### src/rtl/jesd204b_scrambler_array_pkg.sv
// JESD204B scrambler shared definitions.
// Polynomial 1 + x^14 + x^15 taps, default seed, lock states.
package jesd204b_pkg;

  localparam int JESD_SCR_LEN   = 15;
  localparam int JESD_SCR_TAP_A = 14;
  localparam int JESD_SCR_TAP_B = 15;

  localparam logic [JESD_SCR_LEN-1:0] JESD_SCR_SEED_DEF = 15'h7F80;

  typedef enum logic [1:0] {
    LK_UNLOCKED,
    LK_ONE_SEEN,
    LK_LOCKED
  } lock_state_t;

endpackage

### src/rtl/jesd204b_scrambler_array_if.sv
// Valid-only lane beat bus between deframer,
// scrambler array and transport layer.
interface jesd204b_scrambler_array_if #(
  parameter int LANES = 4,
  parameter int DW    = 32
);

  logic                valid;
  logic [LANES*DW-1:0] data;

  modport master (
    output valid,
    output data
  );

  modport slave (
    input valid,
    input data
  );

endinterface

### src/rtl/jesd204b_scrambler_array_lane.sv
// One lane of the self-synchronous scrambler:
// state register, unrolled XOR chain, bypass mux.
module jesd204b_scr_lane
  import jesd204b_pkg::*;
#(
  parameter int                       DW       = 32,
  parameter int                       SCRAMBLE = 0,
  parameter logic [JESD_SCR_LEN-1:0]  SEED     = JESD_SCR_SEED_DEF
) (
  input  logic          clk,
  input  logic          reset_b,
  input  logic          valid,
  input  logic [DW-1:0] data,
  input  logic          bypass,
  input  logic          seed_load,
  output logic [DW-1:0] dout
);

  logic [JESD_SCR_LEN-1:0]    state;
  logic [DW+JESD_SCR_LEN-1:0] ext;
  logic [DW-1:0]              proc;

  // ext low bits become the line stream: raw input
  // when descrambling, freshly scrambled bits otherwise.
  always_comb begin
    ext  = {state, data};
    proc = '0;
    for (int i = DW-1; i >= 0; i--) begin
      proc[i] = data[i]
              ^ ext[i+JESD_SCR_TAP_A]
              ^ ext[i+JESD_SCR_TAP_B];
      if (SCRAMBLE != 0) begin
        ext[i] = proc[i];
      end
    end
  end

  assign dout = bypass ? data : proc;

  always_ff @(posedge clk or negedge reset_b) begin
    if (!reset_b) begin
      state <= SEED;
    end else if (seed_load) begin
      state <= SEED;
    end else if (valid) begin
      state <= ext[JESD_SCR_LEN-1:0];
    end
  end

endmodule

### src/rtl/jesd204b_scrambler_array.sv
// Multi-lane JESD204B scrambler/descrambler with
// shared handshake, bypass, seed reload and lock flag.
module jesd204b_scrambler_array
  import jesd204b_pkg::*;
#(
  parameter int                       LANES    = 4,
  parameter int                       DW       = 32,
  parameter int                       SCRAMBLE = 0,
  parameter logic [JESD_SCR_LEN-1:0]  SEED     = JESD_SCR_SEED_DEF
) (
  input  logic                        clk,
  input  logic                        reset_b,
  jesd204b_scrambler_array_if.slave   s,
  jesd204b_scrambler_array_if.master  m,
  input  logic                        bypass,
  input  logic                        seed_load,
  output logic                        m_locked
);

  logic [LANES*DW-1:0] lane_out;
  lock_state_t         lk_q;
  lock_state_t         lk_d;

  for (genvar l = 0; l < LANES; l++) begin : g_lane
    jesd204b_scr_lane #(
      .DW       (DW),
      .SCRAMBLE (SCRAMBLE),
      .SEED     (SEED)
    ) u_lane (
      .clk       (clk),
      .reset_b   (reset_b),
      .valid     (s.valid),
      .data      (s.data[l*DW +: DW]),
      .bypass    (bypass),
      .seed_load (seed_load),
      .dout      (lane_out[l*DW +: DW])
    );
  end

  always_ff @(posedge clk or negedge reset_b) begin
    if (!reset_b) begin
      m.valid <= 1'b0;
      m.data  <= '0;
    end else begin
      m.valid <= s.valid;
      if (s.valid) begin
        m.data <= lane_out;
      end
    end
  end

  always_ff @(posedge clk or negedge reset_b) begin
    if (!reset_b) begin
      lk_q <= LK_UNLOCKED;
    end else begin
      lk_q <= lk_d;
    end
  end

  // A scrambler output never depends on history it
  // has not produced itself, so it locks on beat one.
  always_comb begin
    lk_d = lk_q;
    if (seed_load) begin
      lk_d = LK_UNLOCKED;
    end else if (s.valid) begin
      unique case (lk_q)
        LK_UNLOCKED:
          lk_d = (SCRAMBLE != 0) ? LK_LOCKED
                                 : LK_ONE_SEEN;
        LK_ONE_SEEN: lk_d = LK_LOCKED;
        LK_LOCKED:   lk_d = LK_LOCKED;
        default:     lk_d = LK_UNLOCKED;
      endcase
    end
  end

  assign m_locked = (lk_q == LK_LOCKED);

endmodule

### src/flat_wrapper.sv
// flat-port wrapper written by rule: the top's interface ports become plain ports
module jesd204b_scrambler_array_flat import jesd204b_pkg::*;
#(
  parameter int                       LANES    = 4,
  parameter int                       DW       = 32,
  parameter int                       SCRAMBLE = 0,
  parameter logic [JESD_SCR_LEN-1:0]  SEED     = JESD_SCR_SEED_DEF
)
  (clk, reset_b, bypass, seed_load, m_locked, s_valid, s_data, m_valid, m_data);
  jesd204b_scrambler_array_if #(.LANES(LANES), .DW(DW)) s_i ();
  jesd204b_scrambler_array_if #(.LANES(LANES), .DW(DW)) m_i ();
  input  logic clk;
  input  logic reset_b;
  input  logic bypass;
  input  logic seed_load;
  output logic m_locked;
  input wire logic [$bits(s_i.valid)-1:0] s_valid;
  input wire logic [$bits(s_i.data)-1:0] s_data;
  output wire logic [$bits(m_i.valid)-1:0] m_valid;
  output wire logic [$bits(m_i.data)-1:0] m_data;
  assign s_i.valid = s_valid;
  assign s_i.data = s_data;
  assign m_valid = m_i.valid;
  assign m_data = m_i.data;
  jesd204b_scrambler_array #(.LANES(LANES), .DW(DW), .SCRAMBLE(SCRAMBLE), .SEED(SEED)) u_core (.clk(clk), .reset_b(reset_b), .s(s_i), .m(m_i), .bypass(bypass), .seed_load(seed_load), .m_locked(m_locked));
endmodule
### config.mk
export PLATFORM = sky130hd
export DESIGN_NAME = jesd204b_scrambler_array_flat
export DESIGN_NICKNAME = d
export VERILOG_FILES = /design/src/rtl/jesd204b_scrambler_array_pkg.sv /design/src/rtl/jesd204b_scrambler_array_if.sv /design/src/rtl/jesd204b_scrambler_array_lane.sv /design/src/rtl/jesd204b_scrambler_array.sv /design/src/flat_wrapper.sv
export SDC_FILE = /design/constraint.sdc
export NUM_CORES = 1
export LEC_CHECK = 0
export BUFFER_PORTS_ARGS = -buffer_cell sky130_fd_sc_hd__buf_4
export CAP_MARGIN = 20
export CORE_MARGIN = 10
export CORE_UTILIZATION = 45
export DETAILED_ROUTE_END_ITERATION = 6
export PLACE_DENSITY_LB_ADDON = 0.12
export SYNTH_ARGS = -nofsm -noshare
export SYNTH_HDL_FRONTEND = slang
export SYNTH_SLANG_ARGS = --single-unit
### constraint.sdc
create_clock -name clk -period 1.3 [get_ports clk]
set_input_delay 0.13 -clock clk [delete_from_list [all_inputs] [get_ports clk]]
set_output_delay 0.13 -clock clk [all_outputs]
set_load 0.01 [all_outputs]
# Yosys cells after proc, flatten, opt, wreduce, memory -nomap -nowiden
# Cells that the tools add are included.
# classes
n_eq_ne	2
n_reduce_logical	3
n_mux	15
n_bitwise	256
# op_table
operator	count
1-bit XOR	256
32-bit 2-to-1 mux	4
15-bit 2-to-1 mux	8
2-bit 2-to-1 mux	2
2-bit case mux with 2 select lines	1
2-bit by 1-bit equality test with 1-bit output, second input constant	1
2-bit equality test, second input constant	1
2-bit logical NOT	1
2-bit nonzero test	1
2-bit OR reduction	1
# word_totals
word_cells	283
inputBits	133
out_inout_bits	130
reg_bits	191

# Depth between registers and ports, before layout
# Gate-level depths: netlist of run 1.
# depth
ltp_word	5
ltp_mapped	5

# Hierarchy
# A second synthesis of run 1 with hierarchy kept.
# unflattened
hier_cells	869
hier_area_um2	10269.8
# by_module_without_submodules
mod	instances	area_each_um2	cells_per_inst
jesd204b_scr_lane	4	1338.8	147
jesd204b_scrambler_array	1	4914.7	281

# Worst setup path before layout of run 1
# OpenSTA, ideal clock, no wires.
# synth_timing
kind	flip-flop to flip-flop
startpoint	register u_core.g_lane[0].u_lane.state[12]
endpoint	register u_core.m.data[29]
path_buffers	0
synth_period_minus_slack_ns	1.127
stages_incl_launch_ff	4
path_slack_ns	0.173
required_ns	1.218
arrival_time_ns	1.045
cell_sequence	dfstp_2 > xnor2_1 > or3_1 > a31oi_1
# synth_via
elab_chain_cells	2
# synth_lines
element	line	rtl
start: declaration	jesd204b_scrambler_array_lane.sv:19	logic [JESD_SCR_LEN-1:0] state;
start signal: assignment	jesd204b_scrambler_array_lane.sv:46	state <= ext[JESD_SCR_LEN-1:0];
1-bit XOR	jesd204b_scrambler_array_lane.sv:31	^ ext[i+JESD_SCR_TAP_B];
32-bit 2-to-1 mux	jesd204b_scrambler_array_lane.sv:38	assign dout = bypass ? data : proc;
end signal: assignment	jesd204b_scrambler_array.sv:47	m.data <= lane_out;
end: declaration	jesd204b_scrambler_array_if.sv:13	output data
# No other way between the ends.
# A chain may end at the register's enable or synchronous reset.

# Worst setup path after layout of run 1
# layout_timing
startpoint	register u_core.lk_q[1]
endpoint	output m_locked
# layout_via
elab_chain_cells	1
# layout_lines
element	line	rtl
start: declaration	jesd204b_scrambler_array.sv:21	lock_state_t lk_q;
start signal: assignment	jesd204b_scrambler_array.sv:56	lk_q <= lk_d;
2-bit equality test	jesd204b_scrambler_array.sv:78	assign m_locked = (lk_q == LK_LOCKED);
end: declaration	flat_wrapper.sv:16	output logic m_locked;
# No other way between the ends.

==> results of run 1 <==
flip-flops by register name, indices dropped and copies added (netlist names):
name and cells:
u_core.g_lane.u_lane.state 60, u_core.lk_q 2, u_core.m.data 128, u_core.m.valid 1
logic make-up after synthesis:
group / synth area share (%)
compound gates: 17.1
xor+xnor: 11.2
fa+ha+maj: 0.250
buf+inv: 4.37
flops: 48.1
mux: 0.200
simple gates: 18.8
how the worst max path moves through the flow:
stage                              endpoint                               from  cells after the start
after floorplan           u_core.m.data[29]  u_core.g_lane[0].u_lane.state[12]                      3
after global placement    u_core.m.data[31]  u_core.g_lane[0].u_lane.state[13]                      3
after detailed placement  u_core.m.data[27]  u_core.g_lane[0].u_lane.state[10]                      3
after CTS                          m_locked                     u_core.lk_q[0]                      3
after global routing               m_locked                     u_core.lk_q[1]                      2
final                              m_locked                     u_core.lk_q[1]                      2
layer usage:
metal / up-vias / GRT usage (%) / wire (um)
met5: - / 0 / 0
met4: 0 / 3.86 / 301
met3: 17 / 5.72 / 1930
met2: 209 / 34.1 / 14400
met1: 4327 / 25.4 / 12900
li1: 4446 / - / -
synthesized netlist by cell type:
master	n	share of area (%)
sky130_fd_sc_hd__nand2_1	62	2.3
sky130_fd_sc_hd__or3_1	128	8.0
sky130_fd_sc_hd__nand3b_1	17	1.3
sky130_fd_sc_hd__a211o_1	15	1.3
sky130_fd_sc_hd__inv_1	2	0.075
sky130_fd_sc_hd__and2_1	29	1.8
sky130_fd_sc_hd__ha_1	2	0.25
sky130_fd_sc_hd__xnor2_1	128	11
sky130_fd_sc_hd__clkbuf_1	30	1.1
sky130_fd_sc_hd__dfstp_2	32	8.4
sky130_fd_sc_hd__a31oi_1	128	8.0
sky130_fd_sc_hd__clkinv_1	1	0.037
sky130_fd_sc_hd__o21ai_0	128	6.4
sky130_fd_sc_hd__dfrtp_1	159	40
sky130_fd_sc_hd__nor2_1	144	5.4
sky130_fd_sc_hd__buf_4	1	0.075
sky130_fd_sc_hd__clkbuf_2	2	0.10
sky130_fd_sc_hd__buf_2	30	1.5
sky130_fd_sc_hd__buf_6	13	1.5
sky130_fd_sc_hd__a21oi_1	28	1.4
sky130_fd_sc_hd__mux2i_1	2	0.20
worst reg2reg max path: cells and delay by family, from the launching register on:
kind,cells,cell delay [ns]
compound gates,1,0.20
xor+xnor,1,0.08
flops,1,0.56
simple gates,1,0.32
area by class of cell:
| cell class | instances | area, um2 | area share (%) |
|---|---|---|---|
| repair buffers | 375 | 3230 | 23.4 |
| inverters | 3 | 11.3 | 0.0817 |
| clock buffers | 19 | 453 | 3.29 |
| well taps | 280 | 350 | 2.54 |
| multi-input cells | 811 | 4770 | 34.7 |
| clock inverters | 13 | 139 | 1.01 |
| flip-flops and latches | 191 | 4820 | 35.0 |
cell usage in the layout, fill, tap and decap left out, types with 2 or more instances in the layout:
| cell | n |
|---|---|
| sky130_fd_sc_hd__buf_12 | 16 |
| sky130_fd_sc_hd__nor2_1 | 144 |
| sky130_fd_sc_hd__or3_1 | 128 |
| sky130_fd_sc_hd__buf_4 | 278 |
| sky130_fd_sc_hd__dfstp_2 | 32 |
| sky130_fd_sc_hd__inv_6 | 7 |
| sky130_fd_sc_hd__inv_8 | 3 |
| sky130_fd_sc_hd__a31oi_1 | 128 |
| sky130_fd_sc_hd__dfrtp_1 | 159 |
| sky130_fd_sc_hd__buf_6 | 2 |
| sky130_fd_sc_hd__clkbuf_8 | 3 |
| sky130_fd_sc_hd__dlygate4sd3_1 | 77 |
| sky130_fd_sc_hd__a211o_1 | 15 |
| sky130_fd_sc_hd__nand2_1 | 62 |
| sky130_fd_sc_hd__nand3b_1 | 17 |
| sky130_fd_sc_hd__o21ai_0 | 128 |
| sky130_fd_sc_hd__and2_1 | 29 |
| sky130_fd_sc_hd__inv_2 | 2 |
| sky130_fd_sc_hd__mux2i_1 | 2 |
| sky130_fd_sc_hd__xnor2_1 | 128 |
| sky130_fd_sc_hd__clkbuf_16 | 17 |
| sky130_fd_sc_hd__a21oi_1 | 28 |
through the flow:
stage	total power [mW]	util [%]	TNS (ns)	hold WS (ns)	setup WS [ns]
final	16.1	62.9	0	0.0164	0.0145
after global routing	16.9	62.9	-0.0315	0.00595	-0.0315
after CTS	16.3	62.8	0	0.000695	0.00153
after detailed placement	10.7	56.6	0	0.0448	0.0970
after global placement	10.6	56.6	0	0.0467	0.140
after floorplan	8.78	-	0	-0.166	0.173
timing repair:
item,4_1_cts,5_1_grt
endpoints found under the setup margin,1,1
hold buffers,76,1
hold endpoints to repair,269,1
pin swaps,0,0
resized for setup,3,1
setup buffers,0,0
power breakdown:
part           leakage [nW]  internal [mW]  total (mW)  switching, mW
clock network         0.296           2.84        5.36           2.52
logic                  3.20           1.91        3.71           1.80
registers              2.19           6.59        7.03          0.436
total                  5.69           11.3        16.1           4.76
==> run_results.csv, run 1 <==
group,metric,value,unit
outcome,outcome,"completed",
detailed_routing,drc_errors,0,
timing,clock.fmax,778,MHz
clock_network,cts_root_buf,"sky130_fd_sc_hd__clkbuf_16",
placed_design,placed_cells_incl_taps,1583,
final_layout,nets,1534,
placed_design,dpl.hpwl,21200,um
setup_path,slowest_stage,"sky130_fd_sc_hd__dfrtp_1",
pwr,irDropWorstVdd,0.714,mV
final_layout,proportion_of_layout_cells_with_a_drive_suffix_above_1,25.8,%
timing,fin_worst_skew,0.0105,ns
detailed_routing,vias,8999,
logic_synthesis,synth_warnings,0,
grt,grt_max_degree,61,
setup_path,cells_along_the_critical_path,"ha_4, buf_6",
die,die_area,28600,um2
logic_synthesis,syn_nets,1216,
clock_network,clock_tree.htree_level_count,4,
die,std_cell_rows,54,
setup_path,worstPathMaxFanout,3,
grt,antenna_found_initial,0,
setup_path,start_kind,"flop",
detailed_routing,wl_per_cell,17.4,um
logic_synthesis,synthCells,1081,
setup_path,worst-setup-path-type,"flop to primary output",
setup_path,reg2reg_slack,0.06,ns
setup_path,crit_buf_inv,1,
setup_path,worstRegToRegCells,3,
logic_synthesis,synth.lib_cells_used.distinct,21,
timing,worst_slew_margin_rel,71.8,%
pwr,leakagePower,5.69,nW
timing,fin_crit_sh,98.9,%
final_layout,fillers,1895,
die,initial_utilization,45.8,%
final_layout,stdcell_area,13800,um2
timing,final_hold_violation_count,0,
grt,grt_first_pass_wirelength,48200,um
timing,rsz_0062_raised_after_global_routing,"yes",
clock_network,clk_pin_slew_worst_paths,0.07,ns
final_layout,syn2layout_area_growth,37.5,%
setup_path,worst_r2r_dst,"u_core.m.data[63]",
grt,overflow,0,
final_layout,antenna-diode-count,0,
grt,grt_pass1_vias,9095,
die,fp.dieH,169,um
worst_hold_path,path_class_of_the_lowest_slack_min_delay_path,"primary input to flop",
timing,period_needed,1.29,ns
die,pin_count,263,
worst_hold_path,timing.hold.worst_path_depth,3,
worst_hold_path,whs_endpoint,"u_core.m.data[112]",
placed_design,numPortBuffers,262,
setup_path,crit_family,"flip-flops",
job,timing.max_cap.violations,0,
setup_path,critical_path.max_stage_delay,0.44,ns
pwr,p_per_area,1170,nW/um2
clock_network,clk_latency,0.42,ns
detailed_routing,drtIter0Drc,611,
detailed_routing,finalWirelength,29500,um
timing,setup_viol,0,
setup_path,arrival_time_reported_for_the_critical_path_endpoint,1.16,ns
placed_design,postPlaceCellArea,12400,um2
worst_hold_path,hold_start,"s_data[112]",
placed_design,routabilityCongestion,0.787,
setup_path,end_kind,"primary output",
detailed_routing,dr.pass1.iters,5,
die,die_w,169,um
final_layout,post_layout_nonfiller_instances,1692,
logic_synthesis,postSynthRegisterBits,191,
timing,worst_slew_pin_slew,0.423,ns
logic_synthesis,synth_area,10000,um2
logic_synthesis,synth.avg_cell_area,9.27,um2
die,core_area,21900,um2
clock_network,tritoncts,"built",
detailed_routing,post_drt_via_cell_ratio,5.32,
logic_synthesis,sequential_element_share_of_the_synthesized_area,48.1,%
clock_network,tritoncts_num_sinks,191,
timing,timing_max_transition_violations_final,0,
clock_network,max-clock-path-buffers,2,
setup_path,rr_startpoint,"u_core.g_lane[1].u_lane.state[13]",
setup_path,worst-endpoint-required,1.17,ns
clock_network,cts_buffers,17,
detailed_routing,antenna_nets_post_route,0,
grt,grt_usage,20.2,%
No activity file was read; power rests on OpenSTA's default activity.
==> run 2: changes to the inputs <==
- clock period: 1.3 -> 1.5 ns (I/O delays scaled with it)
==> run 2 against run 1 <==
Die area stayed put. Wire length shrank 2.1%. Register-to-register slack improved by 0.22 ns. Worst setup slack better by 0.14 ns. First-iteration DRC count fell by 4.9%. Critical path depth is 1 higher. Design area down 1.9%. Count of clock-buffer cells in the layout stayed put. Core utilization fell by 1.2 points. Power shrank 13%. Combinational power is 15% lower. Global-route usage fell by 0.43 points. Highest routed layer unchanged.
==> run_results.csv, run 2 (synthesis results as in run 1) <==
group,metric,value,unit
pwr,leakagePower,5.59,nW
job,timing.max_cap.violations,0,
timing,setup_viol,0,
final_layout,largest_register_ffs,128,
setup_path,rr_startpoint,"u_core.g_lane[0].u_lane.state[10]",
worst_hold_path,path_class_of_the_lowest_slack_min_delay_path,"primary input to flop",
placed_design,routabilityCongestion,0.806,
timing,timing.hold.ws,0.0108,ns
clock_network,max-clock-path-buffers,2,
final_layout,antenna-diode-count,0,
die,die_area,28600,um2
final_layout,multi_input_comb_area,4760,um2
setup_path,crit_family,"flip-flops",
setup_path,end_kind,"primary output",
pwr,irDropWorstVdd,0.726,mV
final_layout,fillers,1966,
final_layout,proportion_of_layout_cells_with_a_drive_suffix_above_1,26.2,%
final_layout,nets,1510,
detailed_routing,dr.pass1.iters,5,
timing,worst_slew_margin_rel,68.4,%
final_layout,top_regs,"u_core.m.data: 128 flops, u_core.g_lane.u_lane.state: 60 flops, u_core.lk_q: 2 flops",
die,std_cell_rows,54,
timing,final_hold_violation_count,0,
detailed_routing,wl_per_cell,17.3,um
setup_path,worst-endpoint-required,1.35,ns
setup_path,worst-setup-path-type,"flop to primary output",
detailed_routing,vias,8795,
grt,overflow,0,
setup_path,critical_path.max_stage_delay,0.35,ns
worst_hold_path,timing.hold.worst_path_depth,3,
setup_path,crit_buf_inv,2,
grt,grt_max_degree,67,
clock_network,setup_fix_buffers_added_after_clock_tree_synthesis,0,
setup_path,start_kind,"flop",
setup_path,cells_along_the_critical_path,"inv_1, ha_1, buf_4",
die,die_w,169,um
final_layout,syn2layout_area_growth,34.9,%
final_layout,registers.top_by_ff_count,"u_core.m.data",
setup_path,cp-startpoint,"u_core.lk_q[0]",
setup_path,reg2reg_slack,0.28,ns
timing,timing_max_transition_violations_final,0,
clock_network,cts_root_buf,"sky130_fd_sc_hd__clkbuf_16",
grt,grt_pass1_vias,8816,
worst_hold_path,whs_endpoint,"u_core.m.data[6]",
detailed_routing,drtIter0Drc,581,
clock_network,cts_hold_repair.buffers,52,
grt,grt_usage,19.8,%
die,fp.dieH,169,um
clock_network,cts_resized,0,
clock_network,clk_pin_slew_worst_paths,0.08,ns
detailed_routing,drc_errors,0,
die,core_area,21900,um2
final_layout,register_area,4820,um2
detailed_routing,antenna_nets_post_route,0,
timing,period_needed,1.35,ns
timing,fin_worst_skew,0.0116,ns
setup_path,worstPathMaxFanout,2,
setup_path,arrival_time_reported_for_the_critical_path_endpoint,1.20,ns
setup_path,worst_r2r_dst,"u_core.m.data[27]",
placed_design,dpl.hpwl,21100,um
worst_hold_path,hold_start,"s_data[6]",
clock_network,clk_latency,0.44,ns
final_layout,finish.utilization,61.8,%
detailed_routing,post_drt_via_cell_ratio,5.27,
clock_network,clock_tree.htree_level_count,4,
grt,grt_first_pass_wirelength,46900,um
timing,clock.fmax,743,MHz
clock_network,cts_buffers,17,
timing,timing.setup.tns,0,ns
timing,worst_slew_pin_slew,0.475,ns
setup_path,slowest_stage,"sky130_fd_sc_hd__dfrtp_1",
final_layout,most-common-layout-cells,"282 x sky130_fd_sc_hd__buf_4, 159 x sky130_fd_sc_hd__dfrtp_1, 144 x sky130_fd_sc_hd__nor2_1",
final_layout,layout.cells.most_common,"sky130_fd_sc_hd__buf_4",
detailed_routing,finalWirelength,28800,um
grt,antenna_found_initial,0,
timing,rsz_0062_raised_after_global_routing,"no",
outcome,outcome,"completed",
die,pin_count,263,
setup_path,worstRegToRegCells,3,
clock_network,tritoncts,"built",
pwr,p_per_area,1040,nW/um2
die,initial_utilization,45.8,%
placed_design,numPortBuffers,262,
timing,fin_crit_sh,89.7,%
clock_network,tritoncts_num_sinks,191,
-- run 2: metal layers --
metal,global-route usage [%],vias up,share of wire [%]
li1,-,4388,-
met1,25.8,4198,45
met2,32.1,198,48
met3,5.51,11,6.1
met4,4.28,0,0.61
met5,0,-,0
-- run 2: worst max-delay path by stage --
| stage | end | cells after the start |
|---|---|---|
| after detailed placement | u_core.m.data[54] | 4 |
| after floorplan | u_core.m.data[29] | 3 |
| final | m_locked | 3 |
| after global placement | u_core.m.data[14] | 4 |
| after global routing | m_locked | 3 |
| after CTS | m_locked | 3 |
-- run 2: cell type report --
type / instances / share of cell area (%)
flip-flops and latches: 191 / 35.6
multi-input cells: 811 / 35.2
repair buffers: 351 / 21.9
clock buffers: 19 / 3.35
well taps: 280 / 2.59
clock inverters: 13 / 1.23
inverters: 3 / 0.0833
-- run 2: through the flow --
stage               std cells  total power [mW]  area (um2)  setup slack (ns)
floorplan                1081              7.61       10000             0.373
global placement         1584              9.20       12400             0.264
detailed placement       1584              9.26       12400             0.222
CTS                      1668              14.2       13500             0.129
global route             1668              14.8       13500             0.103
finish                   1668              14.1       13500             0.155
-- run 2: report_power, final --
part	internal [mW]	switching (mW)	total, mW	leakage [nW]
Clock	2.63	2.20	4.82	0.307
Sequential	5.71	0.378	6.09	2.19
Combinational	1.60	1.54	3.14	3.09
-- run 2: worst reg2reg max path, stage by stage, from the launching register on --
cell and delay, ns:
sky130_fd_sc_hd__dfstp_2 0.57, sky130_fd_sc_hd__xnor2_1 0.09, sky130_fd_sc_hd__or3_1 0.31, sky130_fd_sc_hd__a31oi_1 0.17
==> run 3: changes to the inputs <==
- CTS_BUF_LIST: default -> sky130_fd_sc_hd__clkbuf_2 sky130_fd_sc_hd__clkbuf_4 sky130_fd_sc_hd__clkbuf_8
==> run 3 against run 2 <==
Final cell count is 4.9% higher. Critical path type unchanged. Highest routed layer unchanged. Flip-flop and latch count stayed put. Clock power is 23% lower. Combinational power is 6% higher. Sequential share of layout area is 1.5 points lower. Power is 6.4% lower. Fmax is 2.9% lower. Critical endpoint unchanged. Global-route usage is 0.87 points higher. Die area stayed put. Count of clock-buffer cells in the layout stayed put.
==> run_results.csv, run 3 (synthesis results as in run 1) <==
group,metric,value,unit
detailed_routing,wl_per_cell,17.1,um
clock_network,cts_resized,0,
detailed_routing,dr.pass1.iters,4,
final_layout,largest_register_ffs,128,
timing,fin_worst_skew,0.0187,ns
setup_path,crit_buf_inv,2,
timing,worst_slew_margin_rel,68.6,%
detailed_routing,drc_errors,0,
setup_path,arrival_time_reported_for_the_critical_path_endpoint,1.24,ns
die,pin_count,263,
timing,rsz_0062_raised_after_global_routing,"no",
grt,grt_pass1_vias,9202,
setup_path,worstPathMaxFanout,2,
timing,period_needed,1.39,ns
timing,final_hold_violation_count,0,
setup_path,cp-startpoint,"u_core.lk_q[0]",
clock_network,clk_latency,0.47,ns
setup_path,slowest_stage,"sky130_fd_sc_hd__dfrtp_1",
grt,grt_use_met2,34.0,%
detailed_routing,finalWirelength,30000,um
setup_path,crit_family,"flip-flops",
final_layout,layout.cells.most_common,"sky130_fd_sc_hd__buf_4",
grt,grt_max_degree,67,
grt,grt.met1_usage,26.5,%
die,fp.dieH,169,um
pwr,leakagePower,5.83,nW
job,timing.max_cap.violations,0,
final_layout,registers.top_by_ff_count,"u_core.m.data",
worst_hold_path,hold_start,"seed_load",
detailed_routing,vias,9188,
worst_hold_path,timing.hold.worst_path_depth,2,
placed_design,dpl.hpwl,21100,um
die,die_area,28600,um2
placed_design,postPlaceCellArea,12400,um2
final_layout,stdcell_area,14100,um2
grt,antenna_found_initial,2,
grt,grt-busiest-layer,"met2",
grt,grt_first_pass_wirelength,49000,um
grt,overflow,0,
die,std_cell_rows,54,
worst_hold_path,path_class_of_the_lowest_slack_min_delay_path,"primary input to flop",
final_layout,most-common-layout-cells,"282 x sky130_fd_sc_hd__buf_4, 159 x sky130_fd_sc_hd__dfrtp_1, 144 x sky130_fd_sc_hd__nor2_1, 132 x sky130_fd_sc_hd__dlygate4sd3_1",
die,die_w,169,um
detailed_routing,antenna_nets_post_route,0,
setup_path,worst-endpoint-required,1.35,ns
final_layout,proportion_of_layout_cells_with_a_drive_suffix_above_1,24.8,%
final_layout,nets,1590,
outcome,outcome,"completed",
timing,fin_crit_sh,92.4,%
setup_path,end_kind,"primary output",
die,core_area,21900,um2
setup_path,reg2reg_slack,0.27,ns
detailed_routing,post_drt_via_cell_ratio,5.25,
timing,worst_slew_pin_slew,0.471,ns
detailed_routing,drtIter0Drc,578,
clock_network,cts_buffers,17,
pwr,irDropWorstVdd,0.516,mV
setup_path,cells_along_the_critical_path,"inv_1, ha_1, buf_4",
final_layout,fillers,1888,
timing,setup_viol,0,
timing,timing.setup.tns,0,ns
grt,grt_usage,20.6,%
clock_network,clock_tree.htree_level_count,4,
timing,timing_max_transition_violations_final,0,
placed_design,numPortBuffers,262,
die,initial_utilization,45.8,%
final_layout,multi_input_comb_area,4760,um2
timing,clock.fmax,722,MHz
worst_hold_path,whs_endpoint,"u_core.g_lane[0].u_lane.state[4]",
clock_network,clk_pin_slew_worst_paths,0.11,ns
final_layout,top_regs,"u_core.m.data: 128 flops, u_core.g_lane.u_lane.state: 60 flops, u_core.lk_q: 2 flops",
clock_network,tritoncts,"built",
pwr,p_per_area,930,nW/um2
placed_design,routabilityCongestion,0.806,
grt,grt_use_met3,5.28,%
clock_network,cts_root_buf,"sky130_fd_sc_hd__clkbuf_8",
setup_path,worst-setup-path-type,"flop to primary output",
setup_path,start_kind,"flop",
setup_path,worst_r2r_dst,"u_core.m.data[25]",
final_layout,register_area,4820,um2
setup_path,critical_path.max_stage_delay,0.36,ns
setup_path,rr_startpoint,"u_core.g_lane[0].u_lane.state[7]",
setup_path,worstRegToRegCells,3,
final_layout,syn2layout_area_growth,41.1,%
clock_network,tritoncts_num_sinks,191,
clock_network,max-clock-path-buffers,2,
==> run 3: cell types whose count changed in the layout (fill, tap and decap cells not counted) <==
cell,before,now
sky130_fd_sc_hd__clkbuf_16,17,0
sky130_fd_sc_hd__clkbuf_8,3,20
sky130_fd_sc_hd__diode_2,0,2
sky130_fd_sc_hd__dlygate4sd3_1,52,132
==> run 3: metrics by stage <==
| stage | hold WS [ns] | instances | worst slack (ns) | utilization [%] | power, mW |
|---|---|---|---|---|---|
| after global routing | 0.0419 | 1750 | 0.0493 | 64.6 | 13.9 |
| after global placement | 0.142 | 1584 | 0.264 | 56.6 | 9.20 |
| after detailed placement | 0.146 | 1584 | 0.222 | 56.6 | 9.26 |
| after floorplan | -0.146 | 1081 | 0.373 | - | 7.61 |
| after CTS | 0.0343 | 1748 | 0.0674 | 64.5 | 13.3 |
| final | 0.0735 | 1750 | 0.114 | 64.6 | 13.2 |
==> run 3: power breakdown <==
group / leakage [nW] / switching [mW] / internal (mW) / total [mW]
Sequential: 2.19 / 0.380 / 5.71 / 6.09
Combinational: 3.42 / 1.59 / 1.74 / 3.33
Clock: 0.220 / 2.08 / 1.65 / 3.73
Total: 5.83 / 4.05 / 9.10 / 13.2
==> run 3: worst register-to-register path: cells and delay by family, from the launching register on <==
| family | cells | cell delay [ns] |
|---|---|---|
| xor+xnor | 1 | 0.10 |
| compound gates | 1 | 0.17 |
| simple gates | 1 | 0.31 |
| flops | 1 | 0.58 |
==> run 3: final cells by class <==
type,count,area share [%]
antenna,2,0.0354
clock buffer,19,1.85
clock inverter,13,1.18
inverter,3,0.0797
multi-input combinational,811,33.7
sequential,191,34.1
tap,280,2.48
timing repair buffer,431,26.6
==> run 3: layer usage <==
layer | wire length, um | vias to the layer above
li1 | - | 4551
met3 | 1800 | 30
met5 | 0 | -
met1 | 13200 | 4380
met4 | 422 | 0
met2 | 14600 | 227
==> run 3: worst max path at each step <==
| stage | endpoint | slack, ns | cells after the start |
|---|---|---|---|
| 2_1_floorplan | u_core.m.data[29] | 0.37 | 3 |
| 3_3_place_gp | u_core.m.data[14] | 0.26 | 4 |
| 3_5_place_dp | u_core.m.data[54] | 0.22 | 4 |
| 4_1_cts | m_locked | 0.07 | 3 |
| 5_1_grt | m_locked | 0.05 | 3 |
| 6_report | m_locked | 0.11 | 3 |
==> run 3: what timing repair did <==
action | CTS | global route
hold endpoints to repair | 247 | 0
setup endpoints to repair | 0 | 0
hold buffers | 132 | 0
buffers inserted | 0 | 0
